$ cat src/rtl/ram_read_check.sv
// rtl/ram_read_check.sv - read-side sweeper/checker for the 2-port RAM test
// Sweeps addresses 0..DEPTH-1 and checks q against (addr + SEED) after the read latency.
module ram_read_check #(
  parameter int DEPTH  = 1024,
  parameter int AW     = 10,
  parameter int DW     = 8,
  parameter int RD_LAT = 2,
  parameter int SEED   = 0
) (
  input  logic          rdclk,
  input  logic          rst_n,
  input  logic          start,
  input  logic [DW-1:0] q,
  output logic [AW-1:0] address_b,
  output logic          rden_b,
  output logic          busy,
  output logic          done,
  output logic          pass,
  output logic [AW:0]   err_cnt,
  output logic [AW-1:0] first_err_addr
);

  typedef enum logic [1:0] {S_IDLE, S_READ, S_DRAIN, S_DONE} state_t;

  localparam logic [AW-1:0] LAST_ADDR = AW'(DEPTH - 1);

  state_t        r_state, w_state_nxt;
  logic [AW-1:0] r_addr, w_addr_nxt;
  logic          r_rden, w_rden_nxt;
  logic          r_busy, w_busy_nxt;
  logic          r_done, w_done_nxt;
  logic          r_pass, w_pass_nxt;
  logic [AW:0]   r_err, w_err_nxt;
  logic [AW-1:0] r_first, w_first_nxt;

  // Stage 0 mirrors the RAM input register; stages 1..RD_LAT mirror its read latency.
  logic [RD_LAT:0] r_vld;
  logic [AW-1:0]   r_tag [RD_LAT+1];

  logic          w_accept, w_last, w_empty, w_miss;
  logic [DW-1:0] w_exp;

  assign w_accept = start && (r_state == S_IDLE || r_state == S_DONE);
  assign w_last   = (r_addr == LAST_ADDR);
  assign w_empty  = ~|r_vld;
  assign w_exp    = DW'(r_tag[RD_LAT]) + DW'(SEED);
  assign w_miss   = r_vld[RD_LAT] && (q != w_exp);

  always_ff @(posedge rdclk or negedge rst_n) begin
    if (!rst_n) begin
      r_state <= S_IDLE;
      r_addr  <= '0;
      r_rden  <= 1'b0;
      r_busy  <= 1'b0;
      r_done  <= 1'b0;
      r_pass  <= 1'b0;
      r_err   <= '0;
      r_first <= '0;
    end else begin
      r_state <= w_state_nxt;
      r_addr  <= w_addr_nxt;
      r_rden  <= w_rden_nxt;
      r_busy  <= w_busy_nxt;
      r_done  <= w_done_nxt;
      r_pass  <= w_pass_nxt;
      r_err   <= w_err_nxt;
      r_first <= w_first_nxt;
    end
  end

  always_comb begin
    w_state_nxt = r_state;
    case (r_state)
      S_IDLE, S_DONE: if (start)   w_state_nxt = S_READ;
      S_READ:         if (w_last)  w_state_nxt = S_DRAIN;
      S_DRAIN:        if (w_empty) w_state_nxt = S_DONE;
      default:                     w_state_nxt = S_IDLE;
    endcase
  end

  always_comb begin
    w_addr_nxt  = r_addr;
    w_rden_nxt  = r_rden;
    w_busy_nxt  = r_busy;
    w_done_nxt  = r_done;
    w_pass_nxt  = r_pass;
    w_err_nxt   = r_err;
    w_first_nxt = r_first;
    case (r_state)
      S_IDLE, S_DONE: begin
        if (start) begin
          w_addr_nxt = '0;
          w_rden_nxt = 1'b1;
          w_busy_nxt = 1'b1;
          w_done_nxt = 1'b0;
          w_pass_nxt = 1'b0;
        end
      end
      S_READ: begin
        if (w_last) w_rden_nxt = 1'b0;
        else        w_addr_nxt = r_addr + AW'(1);
      end
      S_DRAIN: begin
        if (w_empty) begin
          w_done_nxt = 1'b1;
          w_busy_nxt = 1'b0;
          w_pass_nxt = (r_err == '0);
        end
      end
      default: ;
    endcase
    if (w_accept) begin
      w_err_nxt   = '0;
      w_first_nxt = '0;
    end else if (w_miss) begin
      if (r_err != '1) w_err_nxt = r_err + (AW+1)'(1);
      if (r_err == '0) w_first_nxt = r_tag[RD_LAT];
    end
  end

  always_ff @(posedge rdclk or negedge rst_n) begin
    if (!rst_n) begin
      r_vld <= '0;
      for (int i = 0; i <= RD_LAT; i++) r_tag[i] <= '0;
    end else begin
      r_vld    <= {r_vld[RD_LAT-1:0], r_rden};
      r_tag[0] <= r_addr;
      for (int i = 1; i <= RD_LAT; i++) r_tag[i] <= r_tag[i-1];
    end
  end

  assign address_b      = r_addr;
  assign rden_b         = r_rden;
  assign busy           = r_busy;
  assign done           = r_done;
  assign pass           = r_pass;
  assign err_cnt        = r_err;
  assign first_err_addr = r_first;

endmodule

$ cat config.mk
export PLATFORM = sky130hd
export DESIGN_NAME = ram_read_check
export DESIGN_NICKNAME = d
export VERILOG_FILES = /design/src/rtl/ram_read_check.sv
export SDC_FILE = /design/constraint.sdc
export NUM_CORES = 1
export LEC_CHECK = 0
export CAP_MARGIN = 25
export CORE_ASPECT_RATIO = 0.8
export CORE_UTILIZATION = 60
export CTS_CLUSTER_DIAMETER = 30
export DETAILED_ROUTE_END_ITERATION = 16
export DONT_BUFFER_PORTS = 1
export HOLD_SLACK_MARGIN = 0.05
export PLACE_DENSITY_LB_ADDON = 0.2
export SLEW_MARGIN = 15
export SYNTH_ARGS = -nofsm -noshare
export SYNTH_HDL_FRONTEND = slang
export SYNTH_SLANG_ARGS = --single-unit
$ cat constraint.sdc
create_clock -name rdclk -period 2.65 [get_ports rdclk]
set_input_delay 0.53 -clock rdclk [delete_from_list [all_inputs] [get_ports rdclk]]
set_output_delay 0.53 -clock rdclk [all_outputs]
set_load 0.005 [all_outputs]
==> impl_metrics.json, run 1 <==
{
  "grt_setup_unrepaired": "false",
  "finalCriticalPeriod_ns": 2.08,
  "grt_max_degree": 71,
  "drt_first_pass_iters": 4,
  "place_ws_ns": 0.608,
  "n_antenna_cell": 0,
  "power_density_nw_per_um2": 1010,
  "vias": 1993,
  "peakVddDrop_v": 0.000760,
  "grt_antenna_before_repair": 0,
  "post-route-period-util_pct": 78.3,
  "end_kind": "flip-flop",
  "drive_gt1_share_pct": 9.19,
  "synthCells": 257,
  "switching_share_pct": 33.1,
  "tns_ns": 0,
  "ctsHtreeMaxLevel": 3,
  "pwr-share-seq_pct": 44.0,
  "syn_area_um2": 2940,
  "numCtsBuffers": 9,
  "synth-seq-area-share_pct": 59.6,
  "post_cts_buffers": 0,
  "final_area_um2": 3270,
  "path_max_fanout": 8,
  "fin_hold_ws_ns": 0.0651,
  "internal-power_w": 0.00222,
  "comb_power_share_pct": 25.8,
  "cts_sinks": 70,
  "pin_count": 46,
  "reg2reg_to": "address_b[7]",
  "finClkSkew_ns": 0.0111,
  "ctsRootBufferMaster": "clkbuf_8",
  "synthesis.nets": 274,
  "critical_path_class": "flip-flop to flip-flop",
  "final.setup.worst_slack_ns": 0.575,
  "r2r_slack_ns": 0.57,
  "dp_hpwl_um": 3630,
  "drc": 0,
  "final_common_cell": "dfrtp_1",
  "ctsHoldBuffers": 1,
  "grt_pass1_vias": 1972,
  "dieArea_um2": 5180,
  "fp.dieW_um": 80.3,
  "async_flop_share_pct": 100,
  "final_cell_mix": "70 x dfrtp_1, 28 x nand2_1, 23 x nor2_1, 13 x mux2i_1, 11 x o21ai_0",
  "status": "completed",
  "nFillCells": 331,
  "placementRows": 22,
  "worstRegToRegCells": 6,
  "ys_types": 43,
  "grt_pass1_wl_um": 9140,
  "groute.usage.overall_pct": 24.0,
  "clk_latency_ns": 0.34,
  "ant_nets": 0,
  "timing.slew.headroom_pct": 54.8,
  "yosys_register_bits": 70,
  "synth-edff-count": 0,
  "maxCapViolations": 0,
  "coreArea_um2": 4650,
  "die_h_um": 64.6,
  "grt_overflow": 0,
  "cp-start-kind": "flip-flop",
  "reg2reg_from": "address_b[0]",
  "routed_wl_um": 5380,
  "required_ns": 2.88,
  "yosys_warnings": 0,
  "p_sw_w": 0.00110,
  "pwr-share-clk_pct": 30.2,
  "worstPathArrival_ns": 2.30,
  "gp_congestion": 0.888,
  "timing.fmax_mhz": 482,
  "routedWlPerCell_um": 16.2,
  "setup_viol": 0,
  "finalMaxSlewViolations": 0,
  "fin_nets": 284,
  "cts_resized": 0,
  "portBuffers": 0,
  "power.total_w": 0.00332,
  "p_leak_nw": 1.55,
  "cts_tree": "done",
  "hold_viol": 0,
  "place_area_um2": 3000,
  "drtIter0Drc": 110,
  "syn_area_per_cell_um2": 11.4,
  "clkSlewWorstSetupHoldPaths_ns": 0.07,
  "vias_per_cell": 6.00,
  "synth_flop_cell": "dfrtp_1",
  "worstMarginPinSlew_ns": 0.673,
  "start_util_pct": 63.2,
  "area_delta_synth_final_pct": 11.2,
  "cts_max_path_buffers": 2,
  "hold_path_class": "input port to async pin"
}
layout make-up:
cell class                 count  area [um2]  area share (%)
clock buffer                  10         128            3.90
timing repair buffer           5        57.6            1.76
clock inverter                 6         110            3.37
inverter                       7        26.3           0.804
multi-input combinational    174        1120            34.3
tap                           60        75.1            2.30
sequential                    70        1750            53.6
per-layer routing:
layer,vias to the layer above,wire (um),global-route usage (%)
met2,74,2490,36.6
li1,955,-,-
met5,-,0,0
met1,958,2390,31.1
met4,0,65,7.37
met3,6,430,10.3
critical path: stages (launching register included):
cell,delay (ns)
dfrtp_1,0.48
ha_1,0.24
inv_1,0.08
or3_1,0.48
and3_4,0.22
mux2_4,0.29
a22o_1,0.17
per-stage QoR:
stage                     util (%)  std cells
after floorplan                  -        257
after global placement        64.6        315
after detailed placement      64.6        315
after CTS                     70.3        332
after global routing          70.3        332
final                         70.3        332
power groups by stage:
stage,clock [W],sequential [W],combinational (W)
3_3_place_gp,0,0.00147,0.000808
4_1_cts,0.00102,0.00146,0.000866
6_report,0.00100,0.00146,0.000856
5_1_grt,0.00107,0.00149,0.000962
2_1_floorplan,0,0.00142,0.000656
3_5_place_dp,0,0.00148,0.000830
synth_stat cells (all sizes together) (4+ instances only):
cell type	number	area [um2]
a31oi	4	25.0
a21oi	9	45.0
nand4	8	65.1
ha	6	75.1
nand2	28	105
buf	4	32.5
or3	5	31.3
xnor2	9	78.8
nor3	5	25.0
a22o	6	52.6
o21ai	12	60.1
a211oi	4	30.0
dfrtp	70	1750
nand3	7	35.0
mux2i	13	130
nor2	23	86.3
inv	7	26.3
state kept, by name, indices dropped and copies added (netlist names):
register and cells:
done 1, r_state 2, r_vld 3, r_tag 30
rden_b 1, pass 1, address_b 10, busy 1
first_err_addr 10, err_cnt 11
logic make-up (layout without fill, tap and decap cells):
kind of cell	after synthesis	after routing	share of synthesized area, %
simple gates	96	96	16.9
flops	70	70	59.6
compound gates	49	49	11.1
mux	14	14	4.94
buf+inv	13	28	2.26
xor+xnor	9	9	2.68
fa+ha+maj	6	6	2.55
worst max path at each step:
stage / slack [ns] / startpoint / to / cells past startpoint
3_3_place_gp: 0.66 / address_b[0] / address_b[7] / 6
4_1_cts: 0.57 / address_b[0] / address_b[7] / 6
3_5_place_dp: 0.61 / address_b[0] / address_b[7] / 6
2_1_floorplan: 0.72 / address_b[0] / address_b[7] / 7
6_report: 0.57 / address_b[0] / address_b[7] / 6
5_1_grt: 0.48 / address_b[0] / address_b[7] / 6
(Power assumes the default switching activity.)
==> run 2: changes to the inputs <==
==> constraint.sdc (replaced) <==
create_clock -name rdclk -period 1.98 [get_ports rdclk]
set_input_delay 0.396 -clock rdclk [delete_from_list [all_inputs] [get_ports rdclk]]
set_output_delay 0.396 -clock rdclk [all_outputs]
set_load 0.005 [all_outputs]
==> run 2 against run 1 <==
The run now ends with hold timing left. Setup slack worse by 0.39 ns. Wire length grew 3.5%. Combinational power is 50% higher. Critical path depth decreased by 1. Non-clock buffer count is 14 higher. Worst hold slack got worse by 0.32 ns. Via count increased by 2.2%. Critical path type unchanged. Highest routed layer unchanged.
==> impl_metrics.json, run 2 (synthesized netlist as in run 1, its figures left out) <==
{
  "status": "finished, violations left",
  "violations": "hold timing",
  "finalCriticalPeriod_ns": 1.80,
  "fin_nets": 298,
  "portBuffers": 0,
  "cp_cell_sequence": "and4_1, nand2_1, or3_1, or3_1, a21oi_1",
  "finClkSkew_ns": 0.00623,
  "reg2reg_from": "err_cnt[2]",
  "placementRows": 22,
  "multiInputGateArea_um2": 1120,
  "drive_gt1_share_pct": 14.0,
  "cts_tree": "done",
  "cp-start-kind": "flip-flop",
  "clkSlewWorstSetupHoldPaths_ns": 0.07,
  "area_delta_synth_final_pct": 12.8,
  "ctsRootBufferMaster": "clkbuf_8",
  "crit_family": "simple AND/OR/NAND/NOR gates",
  "grt_pass1_wl_um": 8980,
  "power.total_w": 0.00429,
  "post-route-period-util_pct": 90.9,
  "grt_pass1_vias": 1913,
  "timing.slew.headroom_pct": 62.9,
  "crit_path_start": "err_cnt[2]",
  "cts_sinks": 70,
  "end_kind": "flip-flop",
  "vias_per_cell": 5.89,
  "dp_hpwl_um": 3950,
  "wl_met3_um": 438,
  "gp_congestion": 0.880,
  "final_cell_mix": "70 x dfrtp_1, 28 x nand2_1, 23 x nor2_1, 19 x buf_4, 13 x mux2i_1",
  "hold_viol": 70,
  "fp.dieW_um": 80.3,
  "fin_util_pct": 71.3,
  "numCtsBuffers": 9,
  "maxCapViolations": 0,
  "final_area_um2": 3320,
  "ctsHtreeMaxLevel": 3,
  "final_common_cell": "dfrtp_1",
  "drt_first_pass_iters": 4,
  "post_cts_buffers": 0,
  "worstMarginPinSlew_ns": 0.552,
  "timing.fmax_mhz": 556,
  "critical_path_class": "flip-flop to flip-flop",
  "n_antenna_cell": 0,
  "grt_setup_unrepaired": "false",
  "grt_antenna_before_repair": 0,
  "dieArea_um2": 5180,
  "p_leak_nw": 1.61,
  "cp_common_cell": "or3_1",
  "seq_area_um2": 1750,
  "routedWlPerCell_um": 16.1,
  "drc": 0,
  "met2_length_um": 2620,
  "crit_cells": 5,
  "drtIter0Drc": 80,
  "regMostFlops": "r_tag",
  "pin_count": 46,
  "endpoint": "err_cnt[7]",
  "ant_nets": 0,
  "die_h_um": 64.6,
  "coreArea_um2": 4650,
  "fin_hold_ws_ns": -0.251,
  "wl_met1_um": 2480,
  "nFillCells": 333,
  "cts_max_path_buffers": 2,
  "place_area_um2": 3120,
  "setup_viol": 0,
  "largest_reg_flops": 30,
  "vias": 2037,
  "top_layer": "met4",
  "peakVddDrop_v": 0.000820,
  "power_density_nw_per_um2": 1290,
  "critPathSlowestCell": "dfrtp_1",
  "worstRegToRegCells": 5,
  "groute.usage.overall_pct": 23.7,
  "start_util_pct": 63.2,
  "crit_buf_inv": 0,
  "tns_ns": 0,
  "grt_overflow": 0,
  "reg2reg_to": "err_cnt[7]",
  "clk_latency_ns": 0.33,
  "routed_wl_um": 5570,
  "cts_resized": 0,
  "hold_path_class": "input port to async pin",
  "path_max_fanout": 8,
  "grt_max_degree": 71,
  "required_ns": 2.24,
  "r2r_slack_ns": 0.18,
  "worstPathArrival_ns": 2.06,
  "finalMaxSlewViolations": 0,
  "slowest_delay_ns": 0.50
}
## run 2: final cells by class
| cell class | instances | area share [%] |
|---|---|---|
| clock buffers | 10 | 4.15 |
| clock inverters | 6 | 1.85 |
| inverters | 7 | 0.792 |
| multi-input cells | 174 | 33.8 |
| flip-flops and latches | 70 | 52.8 |
| well taps | 60 | 2.26 |
| repair buffers | 19 | 4.30 |
## run 2: report_power, final
group          internal, W  switching, W
Sequential         0.00169      0.000209
Combinational     0.000537      0.000747
Clock             0.000610      0.000496
## run 2: per-layer routing
layer,up-vias,track usage [%]
met4,0,7.37
met5,-,0
li1,984,-
met2,64,36.2
met3,4,12.4
met1,985,29.3
## run 2: how the worst min path moves through the flow
stage / startpoint / endpoint / slack, ns / cells past startpoint
after floorplan: rst_n / address_b[0] / 0.10 / 0
after global placement: rst_n / first_err_addr[2] / 0.10 / 0
after detailed placement: rst_n / first_err_addr[2] / 0.10 / 0
after CTS: rst_n / first_err_addr[2] / -0.27 / 0
after global routing: rst_n / first_err_addr[2] / -0.29 / 0
final: rst_n / r_tag[3] / -0.25 / 0
## run 2: metrics by stage
| stage | hold WS, ns | cells | worst slack, ns |
|---|---|---|---|
| floorplan | 0.100 | 257 | 0.0536 |
| global placement | 0.102 | 330 | 0.212 |
| detailed placement | 0.102 | 330 | 0.185 |
| CTS | -0.272 | 346 | 0.184 |
| global route | -0.289 | 346 | 0.0933 |
| finish | -0.251 | 346 | 0.180 |
==> run 3: changes to the inputs <==
--- a/config.mk
+++ b/config.mk
@@ -12,7 +12,7 @@
 export DETAILED_ROUTE_END_ITERATION = 16
 export DONT_BUFFER_PORTS = 1
 export HOLD_SLACK_MARGIN = 0.05
-export PLACE_DENSITY_LB_ADDON = 0.2
+export PLACE_DENSITY = 0.76
 export SLEW_MARGIN = 15
 export SYNTH_ARGS = -nofsm -noshare
 export SYNTH_HDL_FRONTEND = slang
==> run 3 against run 2 <==
The run still ends with hold timing left. Via count up 1.5%. Power down 2.6%. Non-clock buffer count up 1. Sequential power about the same. Critical path type unchanged. Largest power group unchanged.
==> impl_metrics.json, run 3 (synthesized netlist as in run 1, its figures left out) <==
{
  "slowest_delay_ns": 0.39,
  "ctsHtreeMaxLevel": 3,
  "timing.fmax_mhz": 555,
  "critPathSlowestCell": "or3_1",
  "status": "finished, violations left",
  "grt_pass1_wl_um": 9290,
  "violations": "hold timing",
  "grt_overflow": 0,
  "ant_nets": 0,
  "hold_viol": 70,
  "hold_path_class": "input port to async pin",
  "die_h_um": 64.6,
  "p_leak_nw": 1.60,
  "vias": 2067,
  "cts_sinks": 70,
  "gp_congestion": 0.850,
  "start_util_pct": 63.2,
  "groute.usage.overall_pct": 24.3,
  "fin_hold_ws_ns": -0.253,
  "pwr-share-seq_pct": 45.5,
  "maxCapViolations": 0,
  "vias_per_cell": 5.99,
  "comb_power_share_pct": 30.6,
  "portBuffers": 0,
  "n_antenna_cell": 0,
  "worstPathArrival_ns": 2.03,
  "grt_max_degree": 71,
  "crit_buf_inv": 1,
  "clkSlewWorstSetupHoldPaths_ns": 0.07,
  "post-route-period-util_pct": 91.0,
  "cts_max_path_buffers": 2,
  "grt_setup_unrepaired": "false",
  "fp.dieW_um": 80.3,
  "final_cells": 345,
  "grt_antenna_before_repair": 0,
  "power_density_nw_per_um2": 1270,
  "area_delta_synth_final_pct": 12.2,
  "p_sw_w": 0.00141,
  "grt_pass1_vias": 1978,
  "finalCriticalPeriod_ns": 1.80,
  "worstMarginPinSlew_ns": 0.534,
  "fin_nets": 299,
  "setup_viol": 0,
  "routed_wl_um": 5480,
  "seq_area_um2": 1750,
  "path_max_fanout": 4,
  "routedWlPerCell_um": 15.9,
  "cp_cell_sequence": "ha_1, inv_1, or3_1, and3_4, mux2_4, a22o_1",
  "drt_first_pass_iters": 4,
  "multiInputGateArea_um2": 1120,
  "ctsRootBufferMaster": "clkbuf_8",
  "dp_hpwl_um": 3870,
  "switching_share_pct": 33.7,
  "pin_count": 46,
  "placedCellCount": 331,
  "drc": 0,
  "finClkSkew_ns": 0.00765,
  "cp-start-kind": "flip-flop",
  "required_ns": 2.21,
  "end_kind": "flip-flop",
  "nFillCells": 314,
  "final_cell_mix": "70 x dfrtp_1, 28 x nand2_1, 23 x nor2_1, 20 x buf_4, 13 x mux2i_1",
  "pwr-share-clk_pct": 24.0,
  "coreArea_um2": 4650,
  "crit_family": "simple AND/OR/NAND/NOR gates",
  "numCtsBuffers": 9,
  "tns_ns": 0,
  "drtIter0Drc": 138,
  "cts_tree": "done",
  "placementRows": 22,
  "regMostFlops": "r_tag",
  "clk_latency_ns": 0.34,
  "critical_path_class": "flip-flop to flip-flop",
  "dieArea_um2": 5180,
  "final_common_cell": "dfrtp_1",
  "finalMaxSlewViolations": 0,
  "timing.slew.headroom_pct": 64.1,
  "internal-power_w": 0.00277,
  "drive_gt1_share_pct": 13.3,
  "peakVddDrop_v": 0.000900,
  "largest_reg_flops": 30
}
==> run 3: changes by cell type in the layout (fill, tap and decap cells not counted), sizes merged <==
| cell | before | now |
|---|---|---|
| clkbuf | 10 | 13 |
| clkinv | 4 | 1 |
| buf | 19 | 20 |
| clkinvlp | 1 | 0 |
| bufinv | 1 | 0 |
==> run 3: through the flow <==
stage	power, W	hold slack, ns	instance area, um2	utilization (%)	setup slack, ns
floorplan	0.00278	0.100	2940	-	0.0536
global placement	0.00315	0.102	3120	67.2	0.257
detailed placement	0.00318	0.102	3120	67.2	0.208
CTS	0.00420	-0.267	3300	70.9	0.186
global route	0.00446	-0.286	3300	70.9	0.0782
finish	0.00418	-0.253	3300	70.9	0.178
==> run 3: per-layer routing <==
metal  wire, um  vias to the layer above  global-route usage, %
met5          0                        -                      0
met4         44                        0                   8.48
met3        509                        6                   11.5
met2       2500                       94                   35.4
met1       2430                      989                   32.0
li1           -                      978                      -
==> run 3: repair_timing <==
action | CTS | global route
endpoints found under the setup margin | 0 | 2
resized for setup | 0 | 1
endpoints found under the hold margin | 70 | 70
buffers inserted | 0 | 0
==> run 3: cell type report <==
cell class / count / area share, %
repair buffers: 20 / 4.55
multi-input cells: 174 / 34.0
flip-flops and latches: 70 / 53.1
clock buffers: 13 / 5.12
well taps: 60 / 2.28
inverters: 7 / 0.797
clock inverters: 1 / 0.152
==> run 3: worst reg2reg max path, cell delays in order (launching register included) <==
cell	delay, ns
dfrtp_1	0.35
ha_1	0.21
inv_1	0.10
or3_1	0.39
and3_4	0.18
mux2_4	0.28
a22o_1	0.17
==> run 3: worst paths after layout <==
path | from | end | slack (ns) | depth (start not counted)
setup / recovery | address_b[0] | address_b[7] | 0.18 | 6
hold reg to reg | r_tag[17] | r_tag[7] | 0.34 | 0
setup reg to reg | address_b[0] | address_b[7] | 0.18 | 6
min in group rdclk | start | address_b[9] | 0.14 | 1
max in group asynchronous | rst_n | r_vld[1] | 2.13 | 0
hold / removal | rst_n | first_err_addr[0] | -0.25 | 0
==> run 3: power by group through the flow <==
stage / Combinational [W] / Sequential, W / Clock (W)
finish: 0.00128 / 0.00190 / 0.00100
global route: 0.00142 / 0.00194 / 0.00110
CTS: 0.00127 / 0.00190 / 0.00103
detailed placement: 0.00126 / 0.00193 / 0
global placement: 0.00124 / 0.00191 / 0
floorplan: 0.000877 / 0.00190 / 0
